$ cat src/rtl/fft_pkg.sv
// Shared FFT definitions: sequencer state encoding and stage-length helper,
// used by the stage sequencer, address generator and butterfly unit.
package fft_pkg;

    typedef enum logic [1:0] {
        IDLE  = 2'd0,
        RUN   = 2'd1,
        DRAIN = 2'd2,
        FIN   = 2'd3
    } fft_seq_state_t;

    // Butterfly addresses visited by one radix-2 stage of a 2^fftN transform.
    function automatic int stageLen(input int fftN);
        return 1 << (fftN - 1);
    endfunction

endpackage

$ cat src/rtl/fft_seq_watchdog.sv
// Saturating cycle counter with clear/enable; flags the cycle in which the
// enabled count reaches LIMIT cycles.
module fft_seq_watchdog #(
    parameter int WIDTH = 11,
    parameter int LIMIT = 516
) (
    input  logic clk,
    input  logic reset,
    input  logic clear,
    input  logic enable,
    output logic expired
);

    localparam logic [WIDTH-1:0] LAST = WIDTH'(LIMIT - 1);
    localparam logic [WIDTH-1:0] MAXV = '1;

    logic [WIDTH-1:0] count;

    always_ff @(posedge clk) begin
        if (!reset || clear) begin
            count <= '0;
        end else if (enable && count != MAXV) begin
            count <= count + 1'b1;
        end
    end

    // count holds the cycles already spent, so this is the LIMIT-th cycle.
    assign expired = enable && (count >= LAST);

endmodule

$ cat src/rtl/fft_stage_sequencer.sv
// Drives the address generator through all FFT_N radix-2 stages with drain
// gaps and ping-pong bank flips. Optional abort input: FFT_SEQ_ABORT_EN.
module fft_stage_sequencer
    import fft_pkg::*;
#(
    parameter int FFT_N          = 10,
    parameter int STAGE_COUNT_BW = 4,
    parameter int PIPE_LAT       = 3,
    parameter int WDOG_MARGIN    = 4
) (
    input  logic                      clk,
    input  logic                      reset,
    input  logic                      start,
`ifdef FFT_SEQ_ABORT_EN
    input  logic                      abort,
`endif
    input  logic                      agDone,
    output logic                      run,
    output logic [STAGE_COUNT_BW-1:0] stageCount,
    output logic                      bankSel,
    output logic                      busy,
    output logic                      done,
    output logic                      error,
    output fft_seq_state_t            seqState
);

    localparam int STAGE_LEN  = stageLen(FFT_N);
    localparam int WDOG_LIMIT = STAGE_LEN + WDOG_MARGIN;
    localparam int WDOG_W     = FFT_N + 1;
    localparam int DRAIN_W    = $clog2(PIPE_LAT);

    localparam logic [DRAIN_W-1:0]        DRAIN_LOAD = DRAIN_W'(PIPE_LAT - 1);
    localparam logic [STAGE_COUNT_BW-1:0] LAST_STAGE = STAGE_COUNT_BW'(FFT_N - 1);

    fft_seq_state_t     state;
    logic [DRAIN_W-1:0] drainCnt;
    logic               wdogExpired;

    // Watchdog restarts on every entry to RUN, so it measures one stage only.
    fft_seq_watchdog #(
        .WIDTH (WDOG_W),
        .LIMIT (WDOG_LIMIT)
    ) uWatchdog (
        .clk     (clk),
        .reset   (reset),
        .clear   (state != RUN),
        .enable  (state == RUN),
        .expired (wdogExpired)
    );

    always_ff @(posedge clk) begin
        if (!reset) begin
            state      <= IDLE;
            run        <= 1'b0;
            stageCount <= '0;
            bankSel    <= 1'b0;
            busy       <= 1'b0;
            done       <= 1'b0;
            error      <= 1'b0;
            drainCnt   <= '0;
        end else begin
            done <= 1'b0;
            case (state)
                IDLE: begin
                    if (start) begin
                        state      <= RUN;
                        run        <= 1'b1;
                        busy       <= 1'b1;
                        stageCount <= '0;
                        bankSel    <= 1'b0;
                        error      <= 1'b0;
                    end
                end
                RUN: begin
`ifdef FFT_SEQ_ABORT_EN
                    if (abort) begin
                        state <= IDLE;
                        run   <= 1'b0;
                        busy  <= 1'b0;
                    end else
`endif
                    if (agDone) begin
                        state    <= DRAIN;
                        run      <= 1'b0;
                        drainCnt <= DRAIN_LOAD;
                    end else if (wdogExpired) begin
                        state <= IDLE;
                        run   <= 1'b0;
                        busy  <= 1'b0;
                        error <= 1'b1;
                    end
                end
                DRAIN: begin
`ifdef FFT_SEQ_ABORT_EN
                    if (abort) begin
                        state <= IDLE;
                        run   <= 1'b0;
                        busy  <= 1'b0;
                    end else
`endif
                    if (drainCnt == '0) begin
                        if (stageCount == LAST_STAGE) begin
                            state <= FIN;
                            busy  <= 1'b0;
                            done  <= 1'b1;
                        end else begin
                            state      <= RUN;
                            run        <= 1'b1;
                            stageCount <= stageCount + 1'b1;
                            bankSel    <= ~bankSel;
                        end
                    end else begin
                        drainCnt <= drainCnt - 1'b1;
                    end
                end
                FIN: begin
                    state <= IDLE;
                end
                default: begin
                    state <= IDLE;
                end
            endcase
        end
    end

    assign seqState = state;

endmodule

$ cat config.mk
export PLATFORM = sky130hd
export DESIGN_NAME = fft_stage_sequencer
export DESIGN_NICKNAME = d
export VERILOG_FILES = /design/src/rtl/fft_pkg.sv /design/src/rtl/fft_seq_watchdog.sv /design/src/rtl/fft_stage_sequencer.sv
export SDC_FILE = /design/constraint.sdc
export NUM_CORES = 1
export LEC_CHECK = 0
export CAP_MARGIN = 40
export CORE_UTILIZATION = 55
export CTS_CLUSTER_SIZE = 12
export DETAILED_ROUTE_END_ITERATION = 7
export PLACE_DENSITY = 0.85
export SLEW_MARGIN = 20
export SYNTH_ARGS = -nofsm -noshare
export SYNTH_HDL_FRONTEND = slang
export SYNTH_SLANG_ARGS = --single-unit
$ cat constraint.sdc
create_clock -name clk -period 1.9 [get_ports clk]
set_input_delay 0.38 -clock clk [delete_from_list [all_inputs] [get_ports clk]]
set_output_delay 0.38 -clock clk [all_outputs]
set_load 0.05 [all_outputs]
* After elaboration in Yosys (flattened, before gate mapping) *
Index checks and enable logic that the tools add are counted.

storage, ports and cells
  flip-flop bits (word level) = 24

cells by class
  add/sub/neg operators = 3
  order comparisons = 1
  eq/ne operators = 15
  muxes and demuxes = 31
  bitwise gates (word level) = 1
  reduce and logical (&&, ||, !) cells = 17

operators by type and width
  cell                                                                 count
  inequality test 2 bit, second input constant                         8
  2-to-1 mux 1 bit                                                     14
  2-to-1 mux 2 bit                                                     7
  2-to-1 mux 4 bit                                                     3
  adder 11 x 1 -> 11 bit, second input constant                        1
  greater-or-equal comparator 11 x 10 -> 1 bit, second input constant  1
  inequality test 11 bit, second input constant                        1
  AND reduction 3 bit                                                  3
  case mux 2 bit (4 select lines)                                      1
  case mux 4 bit (2 select lines)                                      1
  AND reduction 4 bit                                                  2
  case mux 1 bit (3 select lines)                                      2
  AND reduction 6 bit                                                  1
  nonzero test 2 bit                                                   3
  AND reduction 5 bit                                                  1
  adder 4 x 1 -> 4 bit, second input constant                          1
  equality test 2 bit, second input constant                           2
  equality test 4 bit, second input constant                           1
  logical NOT 2 bit                                                    2
  case mux 1 bit (2 select lines)                                      2
  case mux 2 bit (2 select lines)                                      1
  inequality test 3 bit, second input constant                         1
  nonzero test 3 bit                                                   1
  equality test 2 x 1 -> 1 bit, second input constant                  1
  other kinds (6)                                                      7

* Longest topological paths before layout *
  depth after elaboration = 5
  gate-level depth with buffers = 8
  mapped depth without buffers = 6

* Cells and area by module *
A second synthesis with hierarchy kept.

second synthesis, totals
  cell total of the unflattened synthesis = 162
  area, all modules = 1371.3 um2

by module, submodules not included
  module               instances  cells an instance  area each (um2)  sequential area each (um2)
  fft_stage_sequencer  1          94                 792.0            260.2
  fft_seq_watchdog     1          68                 579.3            220.2

* Worst setup path before layout *
No wires, ideal clock.

  kind = reg-to-reg
  from = register state[0] (netlist: seqState[0])
  to = register run
  arrival = 2.070 ns
  required time = 1.828 ns
  slack = -0.242 ns
  stages on the path, launching flop included = 8
  period minus slack after synthesis = 2.142 ns
  path through = dfxtp_1 > inv_1 > ha_1 > buf_2 > nor2b_1 > or3_1 > a221oi_1 > mux2i_1

between the ends
  longest elaborated chain between the ends = 4

ends and longest elaborated chain
  what                             line                                                  RTL
  from (decl)                      fft_stage_sequencer.sv:35                             fft_seq_state_t state;
  from (signal assigned)           fft_stage_sequencer.sv:53                             state <= IDLE;
  from (signal assigned)           fft_stage_sequencer.sv:66                             state <= RUN;
  from (signal assigned)           fft_stage_sequencer.sv:83                             state <= DRAIN;
  equality test 2 x 1 -> 1 bit     fft_stage_sequencer.sv:47, fft_stage_sequencer.sv:63
  logical AND 1 bit                fft_seq_watchdog.sv:28                                assign expired = enable && (count >= LAST);
  inequality test 3 bit (no line)  --
  AND reduction 5 bit (no line)    --
  to (signal assigned)             fft_stage_sequencer.sv:54                             run <= 1'b0;
  to (signal assigned)             fft_stage_sequencer.sv:67                             run <= 1'b1;
  to (signal assigned)             fft_stage_sequencer.sv:84                             run <= 1'b0;
  to (decl)                        fft_stage_sequencer.sv:18                             output logic run,

Parallel ways exist; a longest one is shown, timed or not.
A chain may end at the register's enable or synchronous reset.

* Final worst setup path *
  from = register error
  to = output error

RTL lines
  what                    line                       RTL
  from (decl)             fft_stage_sequencer.sv:23  output logic error,
  from (signal assigned)  fft_stage_sequencer.sv:59  error <= 1'b0;
  from (signal assigned)  fft_stage_sequencer.sv:71  error <= 1'b0;
  from (signal assigned)  fft_stage_sequencer.sv:90  error <= 1'b1;

No word-level cell between the ends.

==> results.yml <==
run_status:
  status: "finished, final reports clean"
pwr:
  total_power_w: 0.00122
  leakage_nw: 0.692
  peakVddDrop_mv: 0.851
  p_per_area_nw_per_um2: 746
  pwr-share-seq: 0.463
  p_comb_frac: 0.352
  clockPowerShare: 0.185
  p_int_w: 0.000782
  p_switching_w: 0.000441
  sw_frac_of_total: 0.360
placed_design:
  routabilityCongestion: 0.892
  portBuffers: 14
  post-place-ws_ns: -0.106
  post-dp-hpwl_mm: 2.39
sta:
  worstMarginPinSlew_ns: 0.508
  skew_ns: 0.00971
  drv_slew: 0
  setup_viol: 0
  fin_crit_ns: 1.87
  fmax_ghz: 0.534
  slew_headroom: 0.659
  finalHoldViolCount: 0
  rsz0062_at_grt: "no"
  setup_ws_ns: 0.0264
  fin_crit_sh: 0.986
synthesis:
  synthMuxAreaShare: 0.0432
  synth-edff-count: 0
  synth_cell_types: 40
  synthAdderAreaFrac: 0.0719
  synth_cells: 167
  async_flop_share: 0
  yosysMostFrequentCell: "dfxtp_1"
  synth_top_cells_by_count: "dfxtp_1, nor2_1, nand2_1, o21ai_0, inv_1"
  synth_seq_area_share: 0.345
  synthXorXnorAreaFrac: 0.0189
  ys_ff_latch: 24
  synth.area.top_cells: "dfxtp_1, ha_1, nor2_1"
  synth_top_area_share: 0.345
  syn_avg_cell_area_um2: 8.33
  syn-num-nets: 179
  synth_top_cell_by_area: "dfxtp_1"
  synth_area_um2: 1390
  ys.flop_type: "dfxtp_1"
  synth_compound_area_frac: 0.187
  synthSimpleGateAreaFrac: 0.289
  synth_warnings: 0
  synth_top_family_by_area: "simple AND/OR/NAND/NOR gates"
global_routing:
  grt.overflow.total: 0
  grt.total_usage: 0.253
  antenna_found_initial: 0
  grt_pass1_vias: 1183
  grt_max_degree: 18
  grt_pass1_wl_mm: 5.22
routing:
  vias_per_cell: 6.06
  vias: 1297
  drt_pass1_iterations: 4
  drt_iter0_markers: 44
  wirelength_mm: 3.14
  ant_nets: 0
  drcViolationCount: 0
  wl_per_cell_um: 14.7
critical_path:
  timing.rr.start: "seqState[0]"
  setup.worst_path.end_class: "output pin"
  slowest_stage: "clkdlybuf4s50_1"
  cp_max_fo: 2
  worst_r2r_endpoint: "run"
  slowest_delay_ns: 0.81
  critPathLaunch: "error"
  required_ns: 1.52
  cp.buffers_inverters: 1
  worstSetupPathType: "reg -> out"
  endpoint: "error"
  worstSetupStartpointType: "flop"
  crit_chain: "clkdlybuf4s50_1"
  ff2ff_path_depth: 6
  cp_top_family: "buffers and inverters"
  cp.arrival_ns: 1.49
  regToRegSetupSlack_ns: 0.09
  cp.depth: 1
clock_tree:
  cts_made_buffers: 3
  cts_tree: "built"
  clock_latency_ns: 0.32
  htree_num_levels: 1
  cts_hold_buffers: 0
  cts.clk_slew.worst_paths_ns: 0.13
  clock_path_buffers: 2
  clock_sinks: 24
  clock-root-buffer: "clkbuf_4"
die:
  die_area_um2: 2730
  core_um2: 2300
  start_util: 0.606
  pin_count: 15
  die_x_um: 52.3
  rows: 17
  die_height_um: 52.3
final_layout:
  area_growth_pct: 17.8
  final_nets: 200
  diodes: 0
  drive_gt1_frac: 0.151
  fillers: 181
flow_run:
  cap_violations: 0
hold_path:
  hp-class: "reg -> reg"
  hold_depth: 2
## registers in the layout (all words and copies together), names as in the netlist
name,flops
bankSel,1
busy,1
done,1
drainCnt,2
error,1
run,1
seqState,2
stageCount,4
uWatchdog.count,11
## cell usage in the layout, fill, tap and decap left out, types with 2 or more instances in the layout
cell,n
ha_1,8
nor4_1,4
or3_2,3
or3_1,3
nand4_1,2
nor2_1,17
nor2b_1,3
a21oi_1,6
a21boi_0,6
buf_4,12
a31oi_1,3
nand3_1,3
o21ai_0,12
inv_1,9
nand2_1,14
dfxtp_1,21
clkdlybuf4s50_1,6
a211oi_1,2
nand2b_1,2
nor3_1,4
clkbuf_4,3
o311ai_0,2
xor2_1,3
mux2i_1,6
o31ai_1,2
dfxtp_2,3
dlymetal6s2s_1,4
o211ai_1,2
and2_1,6
## layout make-up
type	instances	area [um^2]	area share
Multi-Input combinational cell	127	855	0.521
Sequential cell	24	484	0.295
Timing Repair Buffer	23	209	0.127
Tap cell	28	35.0	0.0214
Inverter	9	33.8	0.0206
Clock buffer	3	22.5	0.0137
## power groups by stage
stage | Sequential, W | Combinational, W | Clock (W)
after CTS | 0.000567 | 0.000426 | 0.000230
after floorplan | 0.000659 | 0.000201 | 0
final | 0.000566 | 0.000431 | 0.000226
after global routing | 0.000572 | 0.000466 | 0.000239
after global placement | 0.000575 | 0.000404 | 0
after detailed placement | 0.000578 | 0.000423 | 0
## cell families after synthesis
family          count (synthesis)
simple gates                   70
compound gates                 40
flops                          24
buf+inv                        16
fa+ha+maj                       8
mux                             6
xor+xnor                        3
## per-stage QoR
step | hold WS (ns) | util | TNS [ns] | area (um^2) | instances
after global placement | 0.452 | 0.697 | -0.0306 | 1600 | 211
after CTS | 0.500 | 0.706 | 0 | 1620 | 214
final | 0.498 | 0.714 | 0 | 1640 | 214
after detailed placement | 0.474 | 0.697 | -0.198 | 1600 | 211
after global routing | 0.523 | 0.714 | 0 | 1640 | 214
after floorplan | 0.469 | - | -0.0365 | 1400 | 167
## worst min-delay path by stage
| stage | slack (ns) | to | from |
|---|---|---|---|
| 2_1_floorplan | 0.47 | drainCnt[0] | drainCnt[0] |
| 3_3_place_gp | 0.45 | busy | busy |
| 3_5_place_dp | 0.47 | busy | busy |
| 4_1_cts | 0.50 | busy | busy |
| 5_1_grt | 0.52 | busy | busy |
| 6_report | 0.50 | busy | busy |
## metal layers
metal	vias to the layer above	wire length (um)	GRT usage
met5	-	0	0
li1	646	-	-
met4	0	51	0.0833
met3	8	138	0.0348
met1	609	1450	0.338
met2	34	1500	0.414
## what timing repair did
action / 4_1_cts / 5_1_grt
setup buffers: 0 / 0
setup endpoints to repair: 1 / 5
pin swaps: 0 / 0
gates cloned: 0 / 0
hold endpoints to repair: 0 / 0
resized for setup: 1 / 5
No activity file was read; power rests on OpenSTA's default activity.
